===== src/rtl/sao_stat_sched.sv =====
// SAO statistics scheduler: for each accepted CTU it sequences the luma and
// the chroma components through a WAIT phase and then a raster SCAN over the
// component's 2x2 blocks. It also produces the per-component phase strobes
// (band-offset window, refresh pulse, component and CTU completion).
module sao_stat_sched #(
    parameter int WAIT_LUMA     = 35,
    parameter int WAIT_CHROMA   = 30,
    parameter int BO_LUMA       = 32,
    parameter int BO_CHROMA     = 16,
    parameter int REFRESH_CYCLE = 22,
    parameter int XW            = 6,
    parameter int YW            = 6,
    parameter int CNTW          = 11
) (
    input  logic          clk,
    input  logic          arst_n,
    input  logic          rst_n,
    input  logic          start,
    output logic          start_rdy,
    input  logic [1:0]    chroma_fmt,
    input  logic [XW-1:0] x_len,
    input  logic [YW-1:0] y_len,
    input  logic          stall,
    output logic [XW-1:0] x,
    output logic [YW-1:0] y,
    output logic [1:0]    cidx,
    output logic          busy,
    output logic          wait_pre,
    output logic          bo_phase,
    output logic          refresh,
    output logic          comp_done,
    output logic          ctu_done
);

    typedef enum logic [1:0] {S_IDLE, S_WAIT, S_SCAN} state_t;

    localparam logic [CNTW-1:0] WAIT_L_END = CNTW'(WAIT_LUMA - 1);
    localparam logic [CNTW-1:0] WAIT_C_END = CNTW'(WAIT_CHROMA - 1);
    localparam logic [CNTW-1:0] BO_L       = CNTW'(BO_LUMA);
    localparam logic [CNTW-1:0] BO_C       = CNTW'(BO_CHROMA);
    localparam logic [CNTW-1:0] REF_CNT    = CNTW'(REFRESH_CYCLE);
    localparam logic [CNTW-1:0] CNT_MAX    = '1;

    state_t        state_q, state_d;
    logic [XW-1:0] x_q, x_d;
    logic [YW-1:0] y_q, y_d;
    logic [1:0]    cidx_q, cidx_d;
    logic [CNTW-1:0] cnt_q, cnt_d;
    logic [1:0]    fmt_q, fmt_d;
    logic [XW-1:0] xlen_q, xlen_d;
    logic [YW-1:0] ylen_q, ylen_d;

    logic [XW-1:0]   xl;
    logic [YW-1:0]   yl;
    logic            last_blk;
    logic            last_comp;
    logic [CNTW-1:0] cnt_inc;

    // Per-component scan limits; chroma limits shrink by a logical shift so
    // a zero length stays zero.
    always_comb begin
        xl = xlen_q;
        yl = ylen_q;
        if (cidx_q != 2'd0) begin
            case (fmt_q)
                2'd1: begin
                    xl = xlen_q >> 1;
                    yl = ylen_q >> 1;
                end
                2'd2: xl = xlen_q >> 1;
                default: ;
            endcase
        end
    end

    assign last_blk  = (x_q == xl) && (y_q == yl);
    assign last_comp = (cidx_q == 2'd2) || (fmt_q == 2'd0);
    assign cnt_inc   = (cnt_q == CNT_MAX) ? cnt_q : cnt_q + 1'b1;

    // Next-state logic; a stall leaves every register unchanged.
    always_comb begin
        state_d = state_q;
        x_d     = x_q;
        y_d     = y_q;
        cidx_d  = cidx_q;
        cnt_d   = cnt_q;
        fmt_d   = fmt_q;
        xlen_d  = xlen_q;
        ylen_d  = ylen_q;
        if (!stall) begin
            case (state_q)
                S_IDLE: begin
                    if (start) begin
                        fmt_d   = chroma_fmt;
                        xlen_d  = x_len;
                        ylen_d  = y_len;
                        cidx_d  = 2'd0;
                        cnt_d   = '0;
                        x_d     = '0;
                        y_d     = '0;
                        state_d = S_WAIT;
                    end
                end
                S_WAIT: begin
                    cnt_d = cnt_inc;
                    if (cnt_q == ((cidx_q == 2'd0) ? WAIT_L_END : WAIT_C_END)) begin
                        state_d = S_SCAN;
                    end
                end
                S_SCAN: begin
                    cnt_d = cnt_inc;
                    if (last_blk) begin
                        x_d   = '0;
                        y_d   = '0;
                        cnt_d = '0;
                        if (last_comp) begin
                            cidx_d  = 2'd0;
                            state_d = S_IDLE;
                        end else begin
                            cidx_d  = cidx_q + 2'd1;
                            state_d = S_WAIT;
                        end
                    end else if (x_q == xl) begin
                        x_d = '0;
                        y_d = y_q + 1'b1;
                    end else begin
                        x_d = x_q + 1'b1;
                    end
                end
                default: state_d = S_IDLE;
            endcase
        end
    end

    // Control registers: async power-on reset plus synchronous clear.
    always_ff @(posedge clk or negedge arst_n) begin
        if (!arst_n) begin
            state_q <= S_IDLE;
            x_q     <= '0;
            y_q     <= '0;
            cidx_q  <= 2'd0;
            cnt_q   <= '0;
        end else if (!rst_n) begin
            state_q <= S_IDLE;
            x_q     <= '0;
            y_q     <= '0;
            cidx_q  <= 2'd0;
            cnt_q   <= '0;
        end else begin
            state_q <= state_d;
            x_q     <= x_d;
            y_q     <= y_d;
            cidx_q  <= cidx_d;
            cnt_q   <= cnt_d;
        end
    end

    // CTU configuration captured on accept; only meaningful while busy.
    always_ff @(posedge clk) begin
        fmt_q  <= fmt_d;
        xlen_q <= xlen_d;
        ylen_q <= ylen_d;
    end

    assign busy      = (state_q != S_IDLE);
    assign start_rdy = (state_q == S_IDLE);
    assign wait_pre  = (state_q == S_WAIT);
    assign bo_phase  = busy && (cnt_q < ((cidx_q == 2'd0) ? BO_L : BO_C));
    assign refresh   = busy && (cnt_q == REF_CNT) && !stall;
    assign comp_done = (state_q == S_SCAN) && last_blk && !stall;
    assign ctu_done  = comp_done && last_comp;
    assign x         = x_q;
    assign y         = y_q;
    assign cidx      = cidx_q;

endmodule


===== config.mk =====
export PLATFORM = sky130hd
export DESIGN_NAME = sao_stat_sched
export DESIGN_NICKNAME = d
export VERILOG_FILES = /design/src/rtl/sao_stat_sched.sv
export SDC_FILE = /design/constraint.sdc
export NUM_CORES = 1
export LEC_CHECK = 0
export CORE_MARGIN = 4
export CORE_UTILIZATION = 32
export DETAILED_ROUTE_END_ITERATION = 10
export SETUP_SLACK_MARGIN = 0.02
export SKIP_LAST_GASP = 1
export SLEW_MARGIN = 40
export SYNTH_ARGS = -nofsm -noshare
export SYNTH_HDL_FRONTEND = slang
export SYNTH_SLANG_ARGS = --single-unit

===== constraint.sdc =====
create_clock -name clk -period 7.2 [get_ports clk]
set_input_delay 1.44 -clock clk [delete_from_list [all_inputs] [get_ports clk]]
set_output_delay 1.44 -clock clk [all_outputs]
set_load 0.005 [all_outputs]

==> metrics.cfg <==
[status]
status=complete, no violations

[clocking]
clk_pin_slew_ps=80
cts.path.max_buffers=2
cts.sinks=41
cts_resized=0
post_cts_buffers=0
clock_latency_ps=290
cts_buffers=5
cts_hold_buf=0
h-tree-depth=2
cts_tree=done
cts-root-buf=clkbuf_8

[pwr]
combPwrFrac_pct=14.9
power_density_nw_per_um2=162.5
intPower_mw=0.3863
clockPowerShare_pct=35.7
p_sw_mw=0.1291
swShare_pct=25.05
peakVddDrop_mv=0.08100
p_leak_nw=1.248
seqPwrFrac_pct=49.4

[synthesis]
yosysTopAreaCell=dfrtp_1
yosys.cell_types.count=59
synth.ff_latch_count=41
yosysMostFrequentCell=dfrtp_1
syn-mean-instance-area_um2=9.927
synthTopCellsByCount=dfrtp_1, inv_1, a21oi_1, nand2_1, nor2_1
netlist_instances=259
synthDominantCellAreaShare_pct=26.28
synth-edff-count=14
synthArstFlopShare_pct=65.85
synth_flop_cell=dfrtp_1
syn_area_um2=2571
synth_fp_nets=292
ys_seq_area_share_pct=42.63
yosys-top-cells-area=dfrtp_1, edfxtp_1, ha_1
yosysWarnings=0

[route]
viasPerCell=5.167
vias=2077
drt_wl_total_um=6038
drc=0
antenna_left=0
dr.pass1.iters=4
drt-wirelength-per-cell_um=15.02
drt_iter0_markers=60

[sta]
max_freq_ghz=0.2221
slew_headroom_pct=50.90
maxSlewViolCount=0
grt_setup_unrepaired=no
tns_ps=0
setup_viol=0
holdWs_ps=545.5
tightestPinTransition_ps=734.2
hold_violations=0
fin_crit_ps=4503
period_share_pct=62.54
fin_skew_ps=4.599

[critical_path]
r2r_end=y[5]
worstSetupPathType=flop to output port
end_kind=output port
rrSetupSlack_ps=4570
slowest_stage=clkdlybuf4s50_1
crit_path_frequent_cell=inv_1
crit_path_start_kind=flop
path_cells=inv_1 -> ha_1 -> inv_1 -> a2111oi_4 -> nand4_2 -> a22oi_4 -> nand2_2 -> nor3b_2 -> nor2b_1 -> clkdlybuf4s50_1
timing.critical_path.required_ps=5760
ff2ff_path_depth=9
path_max_fanout=6
r2r_start=cidx[0]
crit_arrival_ps=3060
slowest_delay_ps=500

[hold_path]
min_path_cells=2
hold_path_startpoint=cnt_q[10]
min_path_type=flop to flop
worstHoldEndpoint=cnt_q[10]

[placement]
place_congestion=0.8507
portBuffers=39
dpl_cell_area_um2=3065
dpl.hpwl_um=4515

[floorplan]
die_w_um=97.64
initial_utilization_pct=33.10
coreArea_um2=7767
row_count=32
ios=40
fp.dieH_um=97.64
dieArea_um2=9534

[grt]
first_global_vias=2087
grt_pass1_wl_um=10340
grt.overflow.total=0
antenna_found_initial=0
grt_max_degree=28
grt_usage_pct=13.17

[cells_and_area]
nFillCells=791
final_nets=332
antennaDiodeCount=0
area_delta_synth_final_pct=23.36
drive_above_1_share_pct=7.333
fin_area_um2=3172

[flow_run]
cap_violations=0

[sequential cells by signal, summed over array words and instances (netlist names)]
name     flops
state_q      2
xlen_q       6
x            6
y            6
cidx         2
cnt_q       11
fmt_q        2
ylen_q       6
[metal layers]
layer / track usage (%) / vias to the layer above / wire [um]
met4: 2.769 / 0 / 55
met2: 20.19 / 47 / 2709
met5: 0 / - / 0
li1: - / 1030 / -
met1: 18.56 / 993 / 2975
met3: 3.661 / 7 / 297
[power by group through the flow]
| stage | clock network [mW] | registers, mW | logic (mW) |
|---|---|---|---|
| after floorplan | 0 | 0.258 | 0.0419 |
| after global placement | 0 | 0.259 | 0.0757 |
| after detailed placement | 0 | 0.260 | 0.0775 |
| after CTS | 0.192 | 0.255 | 0.0779 |
| after global routing | 0.198 | 0.256 | 0.0854 |
| final | 0.184 | 0.255 | 0.0768 |
[worst max-delay path by stage]
| stage | from | slack, ps | cells past startpoint | end |
|---|---|---|---|---|
| CTS | cidx[0] | 2680 | 10 | ctu_done |
| detailed placement | stall | 2700 | 5 | refresh |
| global placement | stall | 2750 | 5 | refresh |
| global route | cidx[0] | 2470 | 10 | ctu_done |
| finish | cidx[0] | 2700 | 10 | ctu_done |
| floorplan | cidx[0] | 3690 | 9 | ctu_done |
[critical path: cells and delay by family, from the launching register on]
kind | cells | cell delay [ps]
buffers and inverters | 3 | 760
AOI/OAI and AO/OA | 2 | 670
and+or+nand+nor | 4 | 650
DFF | 1 | 410
adders and majority gates | 1 | 280
[layout by cell type, fill, tap and decap left out, drive strengths merged, types with 3 or more instances in the layout]
master / instances
inv: 21
a21oi: 18
nor2: 16
a22o: 6
a21o: 4
nand2: 18
nand4: 5
nor2b: 4
o22ai: 4
mux2i: 3
clkdlybuf4s50: 39
edfxtp: 14
nand3: 10
o21ai: 11
clkbuf: 6
a31oi: 8
nor3: 10
dfrtp: 27
xor2: 11
xnor2: 7
nand2b: 5
ha: 14
[cell type report]
cell class / count / area (um^2) / share of cell area [%]
Multi-Input combinational cell: 190 / 1365 / 43.04
Clock inverter: 2 / 33.78 / 1.065
Clock buffer: 6 / 72.57 / 2.288
Sequential cell: 41 / 1096 / 34.56
Timing Repair Buffer: 40 / 397.9 / 12.54
Tap cell: 102 / 127.6 / 4.024
Inverter: 21 / 78.83 / 2.485
[stage by stage]
step / setup WS (ps) / instances / power, mW / utilization, %
3_5_place_dp: 2703 / 394 / 0.3373 / 39.47
6_report: 2697 / 402 / 0.5154 / 40.83
5_1_grt: 2465 / 402 / 0.5392 / 40.83
4_1_cts: 2682 / 402 / 0.5248 / 40.83
3_3_place_gp: 2748 / 394 / 0.3351 / 39.38
2_1_floorplan: 3693 / 259 / 0.3003 / -
[kinds of logic (layout without fill, tap and decap cells)]
kind of cell	Yosys count	after routing	share of synthesized area, %
buffers and inverters	28	69	4.720
AOI/OAI and AO/OA	73	73	21.02
xor gates and xnor gates	18	18	6.131
DFF	41	41	42.63
adders and majority gates	14	14	6.813
and+or+nand+nor	80	80	16.64
muxes	5	5	2.044
Power figures use the tool's default switching activity.
